File: src/rtl/alu_pkg.sv
// Shared definitions for the ALU issue stage.
//   - XLEN datapath width (32 only)
//   - ALU_Control codes (ALU_ADD..ALU_SLTU)
//   - RV32I major opcodes and the funct7 values the issue stage accepts
//   - immediate-type enum plus the immediate generator
//   - issue_entry_t: one decoded entry as held in the skid buffer
package alu_pkg;

  localparam int XLEN = 32;

  localparam logic [3:0] ALU_ADD  = 4'd0;
  localparam logic [3:0] ALU_SUB  = 4'd1;
  localparam logic [3:0] ALU_AND  = 4'd2;
  localparam logic [3:0] ALU_OR   = 4'd3;
  localparam logic [3:0] ALU_XOR  = 4'd4;
  localparam logic [3:0] ALU_SLL  = 4'd5;
  localparam logic [3:0] ALU_SRL  = 4'd6;
  localparam logic [3:0] ALU_SRA  = 4'd7;
  localparam logic [3:0] ALU_SLT  = 4'd8;
  localparam logic [3:0] ALU_SLTU = 4'd9;

  localparam logic [6:0] OPC_OP     = 7'b0110011;
  localparam logic [6:0] OPC_OP_IMM = 7'b0010011;
  localparam logic [6:0] OPC_LOAD   = 7'b0000011;
  localparam logic [6:0] OPC_STORE  = 7'b0100011;
  localparam logic [6:0] OPC_LUI    = 7'b0110111;
  localparam logic [6:0] OPC_AUIPC  = 7'b0010111;
  localparam logic [6:0] OPC_BRANCH = 7'b1100011;

  localparam logic [6:0] F7_BASE = 7'b0000000;
  localparam logic [6:0] F7_ALT  = 7'b0100000;

  typedef enum logic [2:0] {
    IMM_NONE,
    IMM_I,
    IMM_S,
    IMM_U,
    IMM_SHAMT
  } imm_type_e;

  typedef struct packed {
    logic [XLEN-1:0] a;
    logic [XLEN-1:0] b;
    logic [3:0]      alu_control;
    logic [4:0]      rd;
    logic            illegal;
  } issue_entry_t;

  function automatic logic [XLEN-1:0] imm_gen(input logic [31:0] instr,
                                              input imm_type_e   sel);
    logic [XLEN-1:0] imm;
    case (sel)
      IMM_I:     imm = {{20{instr[31]}}, instr[31:20]};
      IMM_S:     imm = {{20{instr[31]}}, instr[31:25], instr[11:7]};
      IMM_U:     imm = {instr[31:12], 12'b0};
      IMM_SHAMT: imm = {27'b0, instr[24:20]};
      default:   imm = '0;
    endcase
    return imm;
  endfunction

endpackage

File: src/rtl/alu_issue_if.sv
// Handshake bundles around the ALU issue stage.
//   alu_issue_in_if : register-read side -> issue stage
//     in_valid, instr, pc, rs1_data, rs2_data (master drives), in_ready (slave drives)
//   alu_issue_out_if: issue stage -> ALU/execute
//     out_valid, A, B, ALU_Control, rd, illegal (master drives), out_ready (slave drives)
interface alu_issue_in_if;
  import alu_pkg::*;

  logic            in_valid;
  logic            in_ready;
  logic [31:0]     instr;
  logic [XLEN-1:0] pc;
  logic [XLEN-1:0] rs1_data;
  logic [XLEN-1:0] rs2_data;

  modport master (
    output in_valid, instr, pc, rs1_data, rs2_data,
    input  in_ready
  );

  modport slave (
    input  in_valid, instr, pc, rs1_data, rs2_data,
    output in_ready
  );
endinterface

interface alu_issue_out_if;
  import alu_pkg::*;

  logic            out_valid;
  logic            out_ready;
  logic [XLEN-1:0] A;
  logic [XLEN-1:0] B;
  logic [3:0]      ALU_Control;
  logic [4:0]      rd;
  logic            illegal;

  modport master (
    output out_valid, A, B, ALU_Control, rd, illegal,
    input  out_ready
  );

  modport slave (
    input  out_valid, A, B, ALU_Control, rd, illegal,
    output out_ready
  );
endinterface

File: src/rtl/alu_op_decode.sv
// Combinational RV32I decode into ALU operands and op code.
//   instr, pc, rs1_data, rs2_data -> entry {a, b, alu_control, rd, illegal}
// Any unsupported opcode/funct combination yields an all-zero entry with
// only illegal set, so the consumer sees a clean trap marker.
module alu_op_decode
  import alu_pkg::*;
(
  input  logic [31:0]     instr,
  input  logic [XLEN-1:0] pc,
  input  logic [XLEN-1:0] rs1_data,
  input  logic [XLEN-1:0] rs2_data,
  output issue_entry_t    entry
);

  logic [6:0] opcode;
  logic [2:0] funct3;
  logic [6:0] funct7;

  assign opcode = instr[6:0];
  assign funct3 = instr[14:12];
  assign funct7 = instr[31:25];

  // Source register indices are resolved upstream; only their data arrives here.
  logic unused_rs1_field;
  assign unused_rs1_field = ^instr[19:15];

  function automatic logic [3:0] f3_to_alu(input logic [2:0] f3, input logic alt);
    logic [3:0] code;
    case (f3)
      3'b000:  code = alt ? ALU_SUB : ALU_ADD;
      3'b001:  code = ALU_SLL;
      3'b010:  code = ALU_SLT;
      3'b011:  code = ALU_SLTU;
      3'b100:  code = ALU_XOR;
      3'b101:  code = alt ? ALU_SRA : ALU_SRL;
      3'b110:  code = ALU_OR;
      default: code = ALU_AND;
    endcase
    return code;
  endfunction

  logic [XLEN-1:0] a_val;
  logic [XLEN-1:0] b_val;
  logic [3:0]      ctl;
  logic            bad;
  imm_type_e       imm_sel;

  always_comb begin
    a_val   = '0;
    b_val   = '0;
    ctl     = ALU_ADD;
    bad     = 1'b0;
    imm_sel = IMM_NONE;
    entry   = '0;

    case (opcode)
      OPC_OP: begin
        a_val = rs1_data;
        b_val = rs2_data;
        ctl   = f3_to_alu(funct3, instr[30]);
        bad   = !((funct7 == F7_BASE) ||
                  ((funct7 == F7_ALT) && ((funct3 == 3'b000) || (funct3 == 3'b101))));
      end
      OPC_OP_IMM: begin
        a_val = rs1_data;
        if ((funct3 == 3'b001) || (funct3 == 3'b101)) begin
          imm_sel = IMM_SHAMT;
          ctl     = f3_to_alu(funct3, instr[30]);
          bad     = !((funct7 == F7_BASE) ||
                      ((funct7 == F7_ALT) && (funct3 == 3'b101)));
        end else begin
          // No SUBI: bit 30 is just immediate here.
          imm_sel = IMM_I;
          ctl     = f3_to_alu(funct3, 1'b0);
        end
      end
      OPC_LOAD: begin
        a_val   = rs1_data;
        imm_sel = IMM_I;
      end
      OPC_STORE: begin
        a_val   = rs1_data;
        imm_sel = IMM_S;
      end
      OPC_LUI: begin
        imm_sel = IMM_U;
      end
      OPC_AUIPC: begin
        a_val   = pc;
        imm_sel = IMM_U;
      end
      OPC_BRANCH: begin
        a_val = rs1_data;
        b_val = rs2_data;
        case (funct3[2:1])
          2'b00:   ctl = ALU_SUB;
          2'b10:   ctl = ALU_SLT;
          2'b11:   ctl = ALU_SLTU;
          default: bad = 1'b1;
        endcase
      end
      default: bad = 1'b1;
    endcase

    // Every supported opcode already ends in 11; kept explicit for clarity.
    if (instr[1:0] != 2'b11) bad = 1'b1;

    if (imm_sel != IMM_NONE) b_val = imm_gen(instr, imm_sel);

    if (bad) begin
      entry.illegal = 1'b1;
    end else begin
      entry.a           = a_val;
      entry.b           = b_val;
      entry.alu_control = ctl;
      entry.rd          = instr[11:7];
      entry.illegal     = 1'b0;
    end
  end

endmodule

File: src/rtl/alu_issue.sv
// ALU issue stage: decodes an instruction and registers it toward the ALU
// through a 2-entry skid buffer (main + skid).
//   clk, rst_n  clock, async active-low reset
//   flush       synchronous discard of both entries (beats all transfers)
//   up          alu_issue_in_if.slave  (in_valid/in_ready + instr, pc, rs1/rs2 data)
//   dn          alu_issue_out_if.master (out_valid/out_ready + A, B, ALU_Control, rd, illegal)
// in_ready is a flop, so out_ready never reaches the upstream combinationally.
//
//   state    | meaning
//   ---------+-----------------------------------------------
//   ST_EMPTY | no entry held, out_valid=0, in_ready=1
//   ST_ONE   | main holds an entry, skid empty, in_ready=1
//   ST_TWO   | main and skid hold entries, in_ready=0
module alu_issue
  import alu_pkg::*;
(
  input  logic            clk,
  input  logic            rst_n,
  input  logic            flush,
  alu_issue_in_if.slave   up,
  alu_issue_out_if.master dn
);

  typedef enum logic [1:0] {
    ST_EMPTY,
    ST_ONE,
    ST_TWO
  } skid_state_e;

  skid_state_e  state_q;
  issue_entry_t dec_entry;
  issue_entry_t main_q;
  issue_entry_t skid_q;
  logic         in_ready_q;
  logic         out_valid_q;
  logic         accept;
  logic         drain;

  alu_op_decode u_decode (
    .instr    (up.instr),
    .pc       (up.pc),
    .rs1_data (up.rs1_data),
    .rs2_data (up.rs2_data),
    .entry    (dec_entry)
  );

  assign accept = up.in_valid & in_ready_q;
  assign drain  = out_valid_q & dn.out_ready;

  always_ff @(posedge clk or negedge rst_n) begin
    if (!rst_n) begin
      state_q     <= ST_EMPTY;
      main_q      <= '0;
      skid_q      <= '0;
      in_ready_q  <= 1'b1;
      out_valid_q <= 1'b0;
    end else if (flush) begin
      state_q     <= ST_EMPTY;
      main_q      <= '0;
      skid_q      <= '0;
      in_ready_q  <= 1'b1;
      out_valid_q <= 1'b0;
    end else begin
      case (state_q)
        ST_EMPTY: begin
          if (accept) begin
            main_q      <= dec_entry;
            out_valid_q <= 1'b1;
            state_q     <= ST_ONE;
          end
        end
        ST_ONE: begin
          case ({accept, drain})
            // Reload main in the same cycle it drains: no bubble.
            2'b11: main_q <= dec_entry;
            2'b10: begin
              skid_q     <= dec_entry;
              in_ready_q <= 1'b0;
              state_q    <= ST_TWO;
            end
            2'b01: begin
              out_valid_q <= 1'b0;
              state_q     <= ST_EMPTY;
            end
            default: ;
          endcase
        end
        ST_TWO: begin
          // in_ready is low here, so only the drain side can move.
          if (drain) begin
            main_q     <= skid_q;
            skid_q     <= '0;
            in_ready_q <= 1'b1;
            state_q    <= ST_ONE;
          end
        end
        default: begin
          state_q     <= ST_EMPTY;
          in_ready_q  <= 1'b1;
          out_valid_q <= 1'b0;
        end
      endcase
    end
  end

  assign up.in_ready    = in_ready_q;
  assign dn.out_valid   = out_valid_q;
  assign dn.A           = main_q.a;
  assign dn.B           = main_q.b;
  assign dn.ALU_Control = main_q.alu_control;
  assign dn.rd          = main_q.rd;
  assign dn.illegal     = main_q.illegal;

endmodule

File: src/flat_wrapper.sv
// flat-port wrapper written by rule: the top's interface ports become plain ports
module alu_issue_flat import alu_pkg::*;
  (clk, rst_n, flush, up_in_valid, up_instr, up_pc, up_rs1_data, up_rs2_data, up_in_ready, dn_out_valid, dn_A, dn_B, dn_ALU_Control, dn_rd, dn_illegal, dn_out_ready);
  alu_issue_in_if up_i ();
  alu_issue_out_if dn_i ();
  input  logic clk;
  input  logic rst_n;
  input  logic flush;
  input wire logic [$bits(up_i.in_valid)-1:0] up_in_valid;
  input wire logic [$bits(up_i.instr)-1:0] up_instr;
  input wire logic [$bits(up_i.pc)-1:0] up_pc;
  input wire logic [$bits(up_i.rs1_data)-1:0] up_rs1_data;
  input wire logic [$bits(up_i.rs2_data)-1:0] up_rs2_data;
  output wire logic [$bits(up_i.in_ready)-1:0] up_in_ready;
  output wire logic [$bits(dn_i.out_valid)-1:0] dn_out_valid;
  output wire logic [$bits(dn_i.A)-1:0] dn_A;
  output wire logic [$bits(dn_i.B)-1:0] dn_B;
  output wire logic [$bits(dn_i.ALU_Control)-1:0] dn_ALU_Control;
  output wire logic [$bits(dn_i.rd)-1:0] dn_rd;
  output wire logic [$bits(dn_i.illegal)-1:0] dn_illegal;
  input wire logic [$bits(dn_i.out_ready)-1:0] dn_out_ready;
  assign up_i.in_valid = up_in_valid;
  assign up_i.instr = up_instr;
  assign up_i.pc = up_pc;
  assign up_i.rs1_data = up_rs1_data;
  assign up_i.rs2_data = up_rs2_data;
  assign up_in_ready = up_i.in_ready;
  assign dn_out_valid = dn_i.out_valid;
  assign dn_A = dn_i.A;
  assign dn_B = dn_i.B;
  assign dn_ALU_Control = dn_i.ALU_Control;
  assign dn_rd = dn_i.rd;
  assign dn_illegal = dn_i.illegal;
  assign dn_i.out_ready = dn_out_ready;
  alu_issue u_core (.clk(clk), .rst_n(rst_n), .flush(flush), .up(up_i), .dn(dn_i));
endmodule
File: config.mk
export PLATFORM = sky130hd
export DESIGN_NAME = alu_issue_flat
export DESIGN_NICKNAME = d
export VERILOG_FILES = /design/src/rtl/alu_pkg.sv /design/src/rtl/alu_issue_if.sv /design/src/rtl/alu_op_decode.sv /design/src/rtl/alu_issue.sv /design/src/flat_wrapper.sv
export SDC_FILE = /design/constraint.sdc
export NUM_CORES = 1
export LEC_CHECK = 0
export CAP_MARGIN = 10
export CORE_ASPECT_RATIO = 1.5
export CORE_MARGIN = 2
export CORE_UTILIZATION = 35
export DETAILED_ROUTE_END_ITERATION = 6
export GPL_TIMING_DRIVEN = 0
export SETUP_SLACK_MARGIN = 0.1
export SLEW_MARGIN = 25
export SYNTH_ARGS = -nofsm -noshare
export SYNTH_HDL_FRONTEND = slang
export SYNTH_SLANG_ARGS = --single-unit
export TNS_END_PERCENT = 20
File: constraint.sdc
create_clock -name clk -period 4.1 [get_ports clk]
set_clock_uncertainty 0.2 [all_clocks]
set_input_delay 0.82 -clock clk [delete_from_list [all_inputs] [get_ports clk]]
set_output_delay 0.82 -clock clk [all_outputs]
set_load 0.005 [all_outputs]
Yosys cells after proc, flatten, opt, wreduce, memory -nomap -nowiden. Index checks and enable logic that the tools add are counted.

Bits in registers: 152. Bits of input ports: 133. Output and inout bits: 76. Word-level logic and storage cells: 115.

Equal/unequal tests: 34. Multiplexer cells: 41. Bitwise gates (word level): 2. Reductions and logical operators: 25.

Operators with widths (count): 2-to-1 mux 74 bit (7); one-hot mux 74 bit (3 select lines) (1); one-hot mux 74 bit (2 select lines) (1); one-hot mux 32 bit (4 select lines) (1); 2-to-1 mux 73 bit (1); 2-to-1 mux 32 bit (2); one-hot mux 32 bit (2 select lines) (1); one-hot mux 4 bit (7 select lines) (2); equality test 7 x 6 -> 1 bit (second input constant) (4); one-hot mux 4 bit (3 select lines) (2); equality test 7 x 5 -> 1 bit (second input constant) (2); equality test 3 x 2 -> 1 bit (second input constant) (4); equality test 3 bit (second input constant) (4); 2-to-1 mux 1 bit (12); one-hot mux 3 bit (4 select lines) (1); AND reduction 3 bit (4); equality test 2 bit (second input constant) (5); != test 3 x 2 -> 1 bit (second input constant) (3); equality test 7 x 2 -> 1 bit (second input constant) (1); equality test 7 bit (second input constant) (1); logical NOT 7 bit (1); equality test 3 x 1 -> 1 bit (second input constant) (2); 2-to-1 mux 2 bit (3); != test 2 bit (second input constant) (3); 22 further kinds (34).

Logic depth before layout (Yosys ltp). Gate-level depths: netlist of the first run.

Word-level depth: 11. Mapped depth: 11. Gate-level depth less buffers: 7.

Modules after synthesis. From an unflattened synthesis of the first run, not the netlist that was laid out.

Cell total of the unflattened synthesis: 954. Area total of the unflattened synthesis: 9146.3 um2.

By module, submodules not included: alu_issue (times used 1, cells each 692, area each 7402.1 um2, seq. area each 3804.9 um2); alu_op_decode (times used 1, cells each 262, area each 1744.2 um2, seq. area each 0.0 um2).

Least setup slack after synthesis of the first run. Ideal clock, no wire load.

Kind: input port to flip-flop. Start point: input port up_instr[14]. End point: register u_core.skid_q[34] (netlist bit). Setup time: 0.093 ns. Arrival: 2.928 ns. Required time: 3.807 ns. Slack: 0.879 ns. Stages: 11. Path buffers: 4. Cells stage by stage: clkbuf_1 -> inv_1 -> ha_1 -> or3b_1 -> a2111oi_4 -> and2_1 -> buf_4 -> nand2_2 -> buf_6 -> buf_6 -> o31ai_2.

Word-level cells in the longest chain between the ends: 11. Elaborated cells on any way between the ends: 32. Those cells by class: eq/ne (8); mux (12); reduce/logical (12).

Ends and longest elaborated chain: start: declaration (line flat_wrapper.sv:10) `input wire logic [$bits(up_i.instr)-1:0] up_instr;`; equality test 3 x 1 -> 1 bit (tied with other cells) (line alu_op_decode.sv:66) `if ((funct3 == 3'b001) || (funct3 == 3'b101)) begin`; logical OR 1 bit (tied with other cells) (line alu_op_decode.sv:66); 2-to-1 mux 3 bit (tied with other cells) (line alu_op_decode.sv:66); one-hot mux 3 bit (4 select lines) (tied with other cells) (line alu_op_decode.sv:56) `case (opcode)`; equality test 3 bit (tied with other cells) (line alu_pkg.sv:52) `case (sel)`; one-hot mux 32 bit (4 select lines) or one-hot mux 1 bit (4 select lines) (tied branches) (line alu_pkg.sv:52, alu_op_decode.sv:56); 2-to-1 mux 32 bit or 2-to-1 mux 1 bit (tied branches) (line alu_op_decode.sv:108, alu_op_decode.sv:106); 2-to-1 mux 73 bit * (line alu_op_decode.sv:110) `if (bad) begin`; 2-to-1 mux 74 bit * (line alu_issue.sv:73) `case ({accept, drain})`; one-hot mux 74 bit (2 select lines) * (line alu_issue.sv:64) `case (state_q)`; 2-to-1 mux 74 bit * (line alu_issue.sv:57) `end else if (flush) begin`; end signal: assignment (line alu_issue.sv:77) `skid_q <= dec_entry;`; end: declaration (line alu_issue.sv:33) `issue_entry_t skid_q;`.

Every way passes the cells marked *; elsewhere a longest branch is shown, timed or not. The select of a mux whose other input is x is not followed. A chain may end at the register's enable or synchronous reset.

Worst setup path after layout of the first run.
Start point: input port up_instr[14]. End point: register u_core.main_q (netlist bit u_core.dn.B[28]).

Word-level cells in the longest chain between the ends: 11. Elaborated cells on any way between the ends: 33. Those cells by class: eq/ne (8); mux (13); reduce/logical (12).

Ends and longest elaborated chain: equality test 3 x 1 -> 1 bit (tied with other cells) (line alu_op_decode.sv:66); logical OR 1 bit (tied with other cells) (line alu_op_decode.sv:66); 2-to-1 mux 3 bit (tied with other cells) (line alu_op_decode.sv:66); one-hot mux 3 bit (4 select lines) (tied with other cells) (line alu_op_decode.sv:56); equality test 3 bit (tied with other cells) (line alu_pkg.sv:52); one-hot mux 32 bit (4 select lines) or one-hot mux 1 bit (4 select lines) (tied branches) (line alu_pkg.sv:52, alu_op_decode.sv:56); 2-to-1 mux 32 bit or 2-to-1 mux 1 bit (tied branches) (line alu_op_decode.sv:108, alu_op_decode.sv:106); 2-to-1 mux 73 bit * (line alu_op_decode.sv:110); 2-to-1 mux 74 bit (on tied branches) (line alu_issue.sv:73, alu_issue.sv:66); one-hot mux 74 bit (3 select lines) * (line alu_issue.sv:64); 2-to-1 mux 74 bit * (line alu_issue.sv:57); end signal: assignment (line alu_issue.sv:67) `main_q <= dec_entry;`; end signal: assignment (line alu_issue.sv:75) `2'b11: main_q <= dec_entry;`; end signal: assignment (line alu_issue.sv:91) `main_q <= skid_q;`; end: declaration (line alu_issue.sv:32) `issue_entry_t main_q;`.

Marked as above.

==> results summary, run 1 <==
The run finished with clean final reports. The clock tree from TritonCTS is built. At the placement stage, the worst setup path has a slack of -245.3 ps. The clock root buffer master is sky130_fd_sc_hd__clkbuf_16. The count of buffers inserted at the top-level ports is just over 200. The clock sink total came out at 152.

The count of final max-slew check failures came out at 0. In the synthesized netlist the async set-or-reset flop fraction comes to 1.000. The global-route wire length before repair is around 43000 um. The total setup violations reported at the end of the flow came out at 0. The smallest setup slack after layout is 320.5 ps.

The synthesized netlist cell count is slightly below 900. The netlist area before placement is between 7000 and 8000 um2. The aggregate global-route resource usage came out at 0.2332.

Data on the critical path is required at its endpoint by about 4200 ps. Walking the worst path, the cells encountered are clkdlybuf4s50_1, clkbuf_2, inv_1, ha_1, or3b_1, a2111oi_4, and2_1, buf_4, nand3_1, buf_2, o22ai_1. Detailed placement finished with a half-perimeter wire length of slightly above 20000 um. The most common cell after layout, fill and taps aside is sky130_fd_sc_hd__clkdlybuf4s50_1.

The number of hold buffers added after CTS was 0. The clock transition time at the flip-flop clock pins of the worst setup and hold paths is 70 ps. The largest driver fanout on the critical path came out at 10. The top-level port count came out at 209. The post-CTS setup buffer count is 0.

The area inside the core boundary is around 22000 um2. The met3 wire length is around 1500 um. For this block, the routed nets add up to approximately 28000 um of wire.

The critical path class is in -> reg. The peak supply drop came out at approximately 270 uV. In this run the top signal layer used is met4. The path class of the tightest hold or removal check is in -> async. Buffers inserted during clock tree synthesis total 17. The part of the cycle the worst path needs is 0.9218.

The design draws around 4.3 mW. Of the synthesized area, sequential elements account for 0.4836. The warning count from the yosys run is 0. The wire length on met2 came out at approximately 14000 um.

The share of the synthesized area in the top cell type came out at 0.4803. The reported max-cap violation count came out at 0. The number of design-rule violations left by the first detailed-router iteration is 698. The smallest clock period supported by the final layout is computed as ~3800 ps. The critical path contains buffers and inverters numbering 5 combined.

The area of the die is 23720 um2. The area growth from synthesis to layout is 38.57%. Setup repair after global routing left no endpoint under its margin. The floorplan step set the die width to 126.4 um.

The floorplan die height is 187.6 um. The final count of hold timing violations is 0. In this run, synthesis inferred 0 flip-flops with an integrated enable. The number of placed instances with taps included came out at 1356. The post-synth net total came out at slightly above 1000. The via count of the first global-routing pass came out at ~7700. The final routed wire length divided by cell count is between 20 and 25 um. The total iterations of the first detailed-routing run came out at 5. The actual slew at the worst max-slew pin came out at between 1000 and 1500 ps. The initial standard-cell utilization of the core is 0.3542. The areal power density over the cells came out at slightly below 400 nW/um2.

The maximum cell stage delay along the critical path is 540 ps. The insertion delay of the later-clocked pin in the worst-skew pair is ~430 ps. The standard cell with the maximum stage delay on the critical path is sky130_fd_sc_hd__clkdlybuf4s50_1.

The fraction of layout instances using a drive strength above 1 is 0.07284. The number of antenna violations at the first check in global routing is 0. 0 antenna diodes ended up in the layout. The worst setup path is launched from a primary input. The post-route met1 wirelength is 11270 um. The pin count of the biggest net entering global routing is 71.

The final routed DRC violation total came out at 0. The residual antenna-violating net count after detailed routing is 0. The number of distinct library cell variants in the gate-level netlist after synthesis came out at 58. The cell row count is 67. Headroom to the max-slew limit came out at 0.3139. The signal arrival time at the worst endpoint is 3920 ps. The most used flip-flop cell after synthesis is sky130_fd_sc_hd__dfrtp_1. The total global routing overflow is 0.

Among cell families on the critical path, the largest total delay comes from buffers and inverters. The average size of a mapped cell is 9.022 um2. In the layout the commonest cells are sky130_fd_sc_hd__clkdlybuf4s50_1, sky130_fd_sc_hd__dfrtp_1, sky130_fd_sc_hd__nand2_1. The final-stage net count is roughly 1200. The congestion estimate from routability-driven global placement came to 0.8931. The number of buffers between clock root and the deepest sink came out at 2. The worst setup path is captured at a register. The H-tree depth is 4. Summed over all cells, the static leakage comes to between 4 and 5 nW.

The routed via count is between 7000 and 8000. Based on the critical path, the design can be clocked at up to around 260 MHz. sky130_fd_sc_hd__dfrtp_1 takes more of the synthesized area than any other cell. After detailed routing, the number of vias per cell comes to around 5.6. Synthesis inferred approximately 150 register bits. Yosys attributes the largest share of cell area to sky130_fd_sc_hd__dfrtp_1, sky130_fd_sc_hd__nand2_1, sky130_fd_sc_hd__a21oi_1, sky130_fd_sc_hd__o22ai_1, sky130_fd_sc_hd__nor2_1. The post-layout instance count excluding filler cells is approximately 1400.
[worst register-to-register path, cell delays in order, from the launching register on]
cell,delay (ps)
sky130_fd_sc_hd__dfrtp_1,440
sky130_fd_sc_hd__nor2b_1,200
sky130_fd_sc_hd__a21oi_1,240
sky130_fd_sc_hd__o21a_1,160
sky130_fd_sc_hd__clkbuf_1,450
sky130_fd_sc_hd__clkbuf_1,560
sky130_fd_sc_hd__clkbuf_1,540
sky130_fd_sc_hd__nand2_1,150
sky130_fd_sc_hd__o31ai_2,90
[report_power, final]
part           switching [mW]  internal, mW  total, mW
Combinational           0.519         0.509       1.03
Sequential             0.0888          1.64       1.73
Clock                   0.664         0.859       1.52
[repair_timing]
action / in CTS / in global routing
gates resized for setup: 0 / 2
endpoints found under the hold margin: 0 / 0
endpoints found under the setup margin: 0 / 55
[layout make-up]
class	instances	area, um2
Buffer	81	352.8
Clock buffer	20	446.7
Clock inverter	12	118.9
Fill cell	2131	11310
Inverter	5	18.77
Multi-Input combinational cell	634	3692
Sequential cell	152	3805
Tap cell	276	345.3
Timing Repair Buffer	208	2122
[registers in the layout (all words and copies together), names as in the netlist]
signal	flops
u_core.skid_q	74
u_core.dn.rd	5
u_core.dn.A	32
u_core.dn.illegal	1
u_core.up.in_ready	1
u_core.dn.B	32
u_core.dn.ALU_Control	4
u_core.state_q	2
u_core.dn.out_valid	1
[final timing paths]
path / start / to / slack, ps / depth (start not counted)
hold reg to reg: u_core.skid_q[4] / u_core.skid_q[4] / 270 / 2
min in group clk: u_core.skid_q[4] / u_core.skid_q[4] / 270 / 2
setup / recovery: up_instr[14] / u_core.dn.B[28] / 320 / 11
hold / removal: rst_n / u_core.dn.B[15] / 20 / 1
setup reg to reg: u_core.state_q[1] / u_core.skid_q[38] / 990 / 8
max in group asynchronous: rst_n / u_core.up.in_ready / 2690 / 3
[through the flow]
step	utilization	hold slack, ps	area, um2	setup TNS [ps]
after global placement	0.4625	249.7	10270	-693370
after global routing	0.4907	4.997	10900	0
after detailed placement	0.4652	258.9	10330	-15520
after floorplan	-	239.6	7868	0
after CTS	0.4907	8.961	10900	0
final	0.4907	16.44	10900	0
[metal layers]
metal,vias to the layer above,track usage
li1,3651,-
met4,0,0.09256
met2,291,0.3972
met3,56,0.03738
met1,3731,0.2942
met5,-,0
[synthesized netlist by cell type, types with 2 or more instances]
cell and count:
sky130_fd_sc_hd__a22oi_1 32, sky130_fd_sc_hd__clkbuf_1 62, sky130_fd_sc_hd__o31ai_2 15, sky130_fd_sc_hd__nand2_1 139, sky130_fd_sc_hd__a21oi_1 75, sky130_fd_sc_hd__a211oi_1 2, sky130_fd_sc_hd__o21ai_0 39, sky130_fd_sc_hd__ha_1 3
sky130_fd_sc_hd__a221o_1 8, sky130_fd_sc_hd__nand4_1 3, sky130_fd_sc_hd__o31ai_1 39, sky130_fd_sc_hd__buf_2 11, sky130_fd_sc_hd__nor4_1 2, sky130_fd_sc_hd__or2_2 2, sky130_fd_sc_hd__nand2b_1 3, sky130_fd_sc_hd__buf_4 3
sky130_fd_sc_hd__mux2_2 8, sky130_fd_sc_hd__and3_1 13, sky130_fd_sc_hd__a221oi_1 3, sky130_fd_sc_hd__and3b_1 2, sky130_fd_sc_hd__a31oi_1 2, sky130_fd_sc_hd__o21a_1 20, sky130_fd_sc_hd__o211ai_1 19, sky130_fd_sc_hd__o22ai_1 52
sky130_fd_sc_hd__nand3_1 9, sky130_fd_sc_hd__a32oi_1 3, sky130_fd_sc_hd__a32o_1 5, sky130_fd_sc_hd__nand3b_1 2, sky130_fd_sc_hd__nor2b_1 7, sky130_fd_sc_hd__buf_1 2, sky130_fd_sc_hd__nor2_1 86, sky130_fd_sc_hd__buf_6 3
sky130_fd_sc_hd__and2_1 3, sky130_fd_sc_hd__o22a_1 8, sky130_fd_sc_hd__nor3_1 10, sky130_fd_sc_hd__inv_1 5, sky130_fd_sc_hd__dfrtp_1 151
[kinds of logic (layout without fill, tap and decap cells)]
group	Yosys count	in the layout	share of synthesized area
XOR/XNOR	2	2	0.002227
AND/OR/NAND/NOR	288	288	0.1573
flip-flops	152	152	0.4836
multiplexers	8	8	0.01145
AO/OA/AOI/OAI	333	333	0.2936
adder cells (fa/ha/maj)	3	3	0.004772
buffers and inverters	86	326	0.04707
Note: power is estimated with default switching activity, not from simulation.
==> inputs of run 2 (changes only) <==
--- a/config.mk
+++ b/config.mk
@@ -10,6 +10,7 @@
 export CORE_MARGIN = 2
 export CORE_UTILIZATION = 35
 export DETAILED_ROUTE_END_ITERATION = 6
+export GPL_ROUTABILITY_DRIVEN = 0
 export GPL_TIMING_DRIVEN = 0
 export SETUP_SLACK_MARGIN = 0.1
 export SLEW_MARGIN = 25
==> constraint.sdc (replaced) <==
create_clock -name clk -period 4.4 [get_ports clk]
set_clock_uncertainty 0.2 [all_clocks]
set_input_delay 0.88 -clock clk [delete_from_list [all_inputs] [get_ports clk]]
set_output_delay 0.88 -clock clk [all_outputs]
set_load 0.005 [all_outputs]
==> run 2 against run 1 <==
Register-to-register slack improved by 320 ps; total power fell by 6.9%; worst hold slack improved by 60 ps; critical path type unchanged; largest cell class unchanged; highest routed layer unchanged.
==> results summary, run 2 (synthesis results as in run 1) <==
The routed via count came out at between 7000 and 8000. For this run, the total global-route usage over all layers was measured as 0.2332. The setup TNS is 0 ps. The final routed DRC violation total is 0.

The largest single stage delay on the critical path is between 500 and 600 ps. Grouping stages by cell kind, the critical path spends the most delay in buffers and inverters. The number of flip-flops in the largest register came out at 74. Post-CTS repair changed the size of 0 cells. The number of fill cells came out at approximately 2100. The total iterations of the first detailed-routing run is 5. The global-route wire length before repair is ~43000 um. The critical path is of the in -> reg type. The peak supply drop is between 200 and 300 uV. Among all stages on the critical path, the largest delay is contributed by sky130_fd_sc_hd__clkdlybuf4s50_1. For the pin with the worst max-slew slack, the measured transition is about 1100 ps. TritonCTS built the clock tree.

The final-stage net count is ~1200. STA classifies the critical path startpoint as a primary input. The via count of the first global-routing pass was approximately 7700.

The residual antenna-violating net count after detailed routing is 0. The pin count of the biggest net entering global routing came out at 71. The area added between synthesis and finish came out at 38.55%. The register cell area after layout came out at 3805 um2. The fraction of layout instances using a drive strength above 1 came out at 0.07194.

The worst-case register-to-register setup slack is 1310 ps. Setup repair after global routing left no endpoint under its margin. The top-level port count is 209. u_core.skid_q holds more flip-flops than any other register. The leakage power came out at between 4 and 5 nW. The headroom to the max-slew limit is 0.2850. The worst path meets setup with roughly 410 ps of slack. The post-CTS setup buffer count came out at 0.

The insertion delay of the later-clocked pin in the worst-skew pair came out at ~430 ps. The largest driver fanout on the critical path came out at 10. The total clock buffers created by CTS came out at 17. Together, buffers and inverters on the worst path number 5. The worst setup path is captured at a register. The cell sitting at the root of the clock tree is a sky130_fd_sc_hd__clkbuf_16. Summing internal, switching and leakage power gives 3.986 mW.

The final design area excluding fillers came out at roughly 11000 um2. The initial standard-cell utilization of the core is 0.3542. The total setup violations reported at the end of the flow is 0. The H-tree was split into 4 levels.

Across the run, the number of max-cap violations was 0. The critical path data required time came out at 4540 ps. The floorplan die height is 187.6 um. The post-place setup slack is -5.298 ps. The areal power density over the cells is roughly 370 nW/um2.

The number of antenna violations at the first check in global routing came to 0. The signal arrival time at the worst endpoint is 4130 ps. The sum of routed wire length over all layers is approximately 28000 um.

Summing all multi-input logic gate instances after layout gives between 3000 and 4000 um2. The count of final max-slew check failures is 0. The clock transition time at the flip-flop clock pins of the worst setup and hold paths is roughly 70 ps. The library cell used most frequently in the layout, excluding fill and tap cells, is sky130_fd_sc_hd__clkdlybuf4s50_1. Timing would allow up to 250.7 MHz. The clock sink total is 152. In this run the standard cell core region covers around 22000 um2. The critical path crosses 11 cells after its start point. The final count of hold timing violations is 0. The ratio of routed vias to standard cells came out at between 5 and 6. The count of buffers inserted at the top-level ports came out at between 200 and 250.

For the worst flop-to-flop path, the logic depth is 8. The area of the die is between 20000 and 25000 um2. Dividing the final minimum period by the clock period gives 0.9066. The floorplan step set the die width to 126.4 um. The worst hold path belongs to the class in -> async. The library cells used most frequently in the layout, excluding fill and tap cells, are sky130_fd_sc_hd__clkdlybuf4s50_1, sky130_fd_sc_hd__dfrtp_1, sky130_fd_sc_hd__nand2_1. The cell row count came out at 67. Buffers inserted to repair hold after CTS numbered 0. 0 antenna diodes ended up in the layout. For this run the aggregate overflow at the end of global routing stands at 0.

The critical path goes through clkdlybuf4s50_1, clkbuf_1, inv_1, ha_1, or3b_1, a2111oi_4, and2_1, buf_4, nand3_1, buf_2, o22ai_1. The number of design-rule violations left by the first detailed-router iteration came out at approximately 670. Summing all placed instances gives a cell area of between 10000 and 15000 um2.

The worst path in the final design needs a cycle of between 3000 and 4000 ps, including I/O delays and setup. Dividing the detail-routed wire length by the instance count gives about 20 um. Summed over all nets, the half-perimeter wirelength after detailed placement is 20690 um. The number of buffers between clock root and the deepest sink came out at 2. The flow ran to the end, and the final reports show no timing, DRC or antenna violations.
-- run 2: changes by cell type in the layout (fill, tap and decap cells not counted) --
cell                       change
sky130_fd_sc_hd__clkbuf_2      -1
sky130_fd_sc_hd__clkbuf_1      +1
-- run 2: layout make-up --
type	count	area share
timing repair buffer	208	0.1947
multi-input combinational	634	0.3387
clock buffer	20	0.04098
buffer	81	0.03225
tap	276	0.03168
inverter	5	0.001722
sequential	152	0.3491
clock inverter	12	0.01090
-- run 2: through the flow --
stage / utilization / instances / hold WS [ps]
floorplan: - / 872 / 239.6
global placement: 0.4625 / 1354 / 249.7
detailed placement: 0.4652 / 1356 / 258.9
CTS: 0.4907 / 1388 / 68.96
global route: 0.4907 / 1388 / 65.00
finish: 0.4907 / 1388 / 76.47
-- run 2: path summary, 6_finish.rpt --
kind,from,to
worst max-delay path,up_instr[14],u_core.dn.B[28]
worst min-delay path,rst_n,u_core.dn.B[15]
worst max register to register,u_core.state_q[1],u_core.skid_q[38]
worst min register to register,u_core.skid_q[23],u_core.skid_q[23]
max in group asynchronous,rst_n,u_core.up.in_ready
min in group clk,u_core.skid_q[23],u_core.skid_q[23]
-- run 2: routing by layer --
layer / vias up / share of wire / global-route usage
li1: 3651 / - / -
met1: 3736 / 0.40 / 0.2942
met2: 290 / 0.51 / 0.3972
met3: 59 / 0.056 / 0.03738
met4: 0 / 0.029 / 0.09256
met5: - / 0 / 0
-- run 2: power by group --
group / leakage, nW / internal, mW / total [mW] / switching [mW]
clock: 0.268 / 0.801 / 1.42 / 0.618
sequential: 2.04 / 1.53 / 1.61 / 0.0823
combinational: 2.14 / 0.475 / 0.958 / 0.483
total: 4.45 / 2.80 / 3.99 / 1.18
==> inputs of run 3 (changes only) <==
--- a/config.mk
+++ b/config.mk
@@ -8,13 +8,14 @@
 export CAP_MARGIN = 10
 export CORE_ASPECT_RATIO = 1.5
 export CORE_MARGIN = 2
-export CORE_UTILIZATION = 35
+export CORE_UTILIZATION = 53
 export DETAILED_ROUTE_END_ITERATION = 6
 export GPL_ROUTABILITY_DRIVEN = 0
 export GPL_TIMING_DRIVEN = 0
+export PLACE_DENSITY = 0.86
 export SETUP_SLACK_MARGIN = 0.1
 export SLEW_MARGIN = 25
 export SYNTH_ARGS = -nofsm -noshare
 export SYNTH_HDL_FRONTEND = slang
 export SYNTH_SLANG_ARGS = --single-unit
-export TNS_END_PERCENT = 20
+export TNS_END_PERCENT = 10
==> run 3 against run 2 <==
Wire length decreased by 6.3%; flip-flop and latch count did not move; largest cell class unchanged; final area shrank 1.4%; cell count fell by 5.9%; maximum frequency increased by 1.3%; global-route usage increased by 10 points; largest power group unchanged; setup slack improved by 50 ps; core utilization grew 25 points; via count grew 4.7%; clock power decreased by 4%; combinational power about the same; worst hold slack improved by 81 ps.
==> results summary, run 3 (synthesis results as in run 1) <==
Summing all flip-flop and latch instances after layout gives about 3800 um2. For this run, the slowest stage of the critical path takes 550 ps. The post-cts hold buffer count came out at 0. The standard cell with the maximum stage delay on the critical path is sky130_fd_sc_hd__clkdlybuf4s50_1.

Counting along the longest clock path gives a buffer depth of 2. The startpoint type of the worst setup path is a primary input. The count of final max-slew check failures is 0. The worst register-to-register path begins at u_core.state_q[1]. The critical path data required time is 4540 ps. The routed via count came out at approximately 8000. At the later pin of the worst-skew pair, clock insertion delay measures 420 ps. The area of the die is roughly 16000 um2. The peak supply drop is between 300 and 400 uV. Along the worst path, the maximum fanout reaches 10.

The number of fill cells is 1062. The worst-case register-to-register setup slack came out at roughly 1500 ps. The cell row count is 54. Clock tree synthesis selected as its root buffer the cell sky130_fd_sc_hd__clkbuf_16. The register with the most flip-flops in the layout has between 70 and 80 of them. The via count of the first global-routing pass came to approximately 8000. The run finished with clean final reports. The fraction of layout instances using a drive strength above 1 is 0.07117.

The global-route wire length before repair came out at around 41000 um. Derived from the worst setup path, the maximum achievable clock frequency is approximately 250 MHz. The clock transition time at the flip-flop clock pins of the worst setup and hold paths is 70 ps. The final routed wire length divided by cell count is between 15 and 20 um. Wires add up to ~26000 um. The post-layout instance count excluding filler cells is approximately 1300. The estimated wirelength of the detail-placed design came out at between 15000 and 20000 um. The leakage power came out at ~4.4 nW.

The initial standard-cell utilization of the core came out at 0.5416. The floorplan step set the die width to between 100 and 150 um. The pin count of the biggest net entering global routing came out at between 90 and 100. The final layout contains roughly 1200 nets.

STA classifies the critical path endpoint as a register. The total setup violations reported at the end of the flow is 0. Before antenna repair, the detailed router went through 5 iterations. In the global route stage, overall resource usage came out at 0.3335.

The worst hold path belongs to the class in -> async. For the finished layout, the period the worst path requires is 3939 ps. The areal power density over the cells came out at 365.6 nW/um2. The signal arrival time at the worst endpoint is 4070 ps. The part of the cycle the worst path needs came out at 0.8952. The final count of hold timing violations is 0. The ratio of routed vias to standard cells came out at 6.200. The endpoint identified for the worst register-to-register timing path is u_core.skid_q[35].

The area inside the core boundary is between 10000 and 15000 um2. Setup repair after global routing left no endpoint under its margin. The critical path goes through clkdlybuf4s50_1, clkbuf_1, inv_1, ha_1, or3b_1, a2111oi_4, and2_1, buf_4, nand3_1, buf_2, o22ai_1. The actual slew at the worst max-slew pin is 954.0 ps. The top-level port count came out at 209. The total clock buffers created by CTS came out at 17. The depth of the most critical reg-to-reg path is 8. The area added between synthesis and finish is 36.63%. The most common cell after layout, fill and taps aside is sky130_fd_sc_hd__clkdlybuf4s50_1. The number of design-rule violations left by the first detailed-router iteration is between 500 and 600. The critical path is of the in -> reg type. Measured along the y axis, the die boundary spans around 150 um. The count of antenna diodes in the layout is 0. The top cell types in the final layout, fill and taps aside, are sky130_fd_sc_hd__clkdlybuf4s50_1, sky130_fd_sc_hd__dfrtp_1, sky130_fd_sc_hd__nand2_1. The count of buffers inserted at the top-level ports is between 200 and 250. Once the clock tree was built, the resizer swapped 0 gates to a different size.

Global routing finished with a remaining overflow of 0. The final routed DRC violation total is 0. The H-tree was split into 4 levels. The headroom to the max-slew limit is 0.3611. The number of antenna violations at the first check in global routing came out at 0. In this run, placement finished with an instance count of approximately 1300. Clock tree synthesis found a total of approximately 150 sinks.

TritonCTS built the clock tree. More flip-flops sit in one register than any other, and that register is u_core.skid_q. Across all hold checks on the routed design, the worst slack comes to ~160 ps. The reported max-cap violation count is 0.

The post-CTS setup buffer count came out at 0. The area of the multi-input gates came out at 3692 um2. Once detail routing completed, the nets flagged for antenna violations numbered 0.
[run 3: how the worst max path moves through the flow]
stage,start,end,slack [ps],cells past startpoint
6_report,up_instr[14],u_core.dn.A[19],460,11
2_1_floorplan,up_instr[14],u_core.skid_q[34],1120,11
3_3_place_gp,rst_n,u_core.dn.B[8],-3810,1
4_1_cts,up_instr[14],u_core.dn.A[19],520,11
3_5_place_dp,up_instr[14],u_core.dn.A[16],110,11
5_1_grt,up_instr[14],u_core.dn.A[19],330,11
[run 3: where the power goes]
part | switching, mW | internal (mW) | total (mW) | leakage [nW]
combinational | 0.483 | 0.472 | 0.955 | 2.13
sequential | 0.0860 | 1.53 | 1.61 | 2.04
clock | 0.627 | 0.734 | 1.36 | 0.250
[run 3: routing by layer]
layer | GRT usage | vias up | wire length (um) | share of wire
met5 | 0 | - | 0 | 0
met4 | 0.1986 | 0 | 1598 | 0.061
met3 | 0.05853 | 103 | 1907 | 0.073
met2 | 0.5425 | 427 | 13080 | 0.50
met1 | 0.4052 | 3917 | 9510 | 0.36
li1 | - | 3650 | - | -
[run 3: metrics by stage]
| stage | total power [mW] | setup slack [ps] | utilization | setup TNS [ps] | instance area (um2) |
|---|---|---|---|---|---|
| after detailed placement | 2.576 | 108.0 | 0.7027 | 0 | 10210 |
| after CTS | 3.924 | 516.3 | 0.7400 | 0 | 10750 |
| final | 3.929 | 461.2 | 0.7400 | 0 | 10750 |
| after floorplan | 2.016 | 1119 | - | 0 | 7868 |
| after global placement | 2.553 | -3811 | 0.7004 | -574790 | 10170 |
| after global routing | 4.079 | 327.1 | 0.7400 | 0 | 10750 |
[run 3: layout make-up]
type | instances | area share
clock buffers | 18 | 0.03993
inverters | 5 | 0.001746
plain buffers | 81 | 0.03271
clock inverters | 13 | 0.01048
well taps | 196 | 0.02281
flip-flops and latches | 152 | 0.3540
repair buffers | 207 | 0.1949
multi-input cells | 634 | 0.3435
[run 3: critical path: cells and delay by family]
family,cells,cell delay (ps)
simple gates,3,870
buf+inv,5,1450
fa+ha+maj,1,200
compound gates,2,670
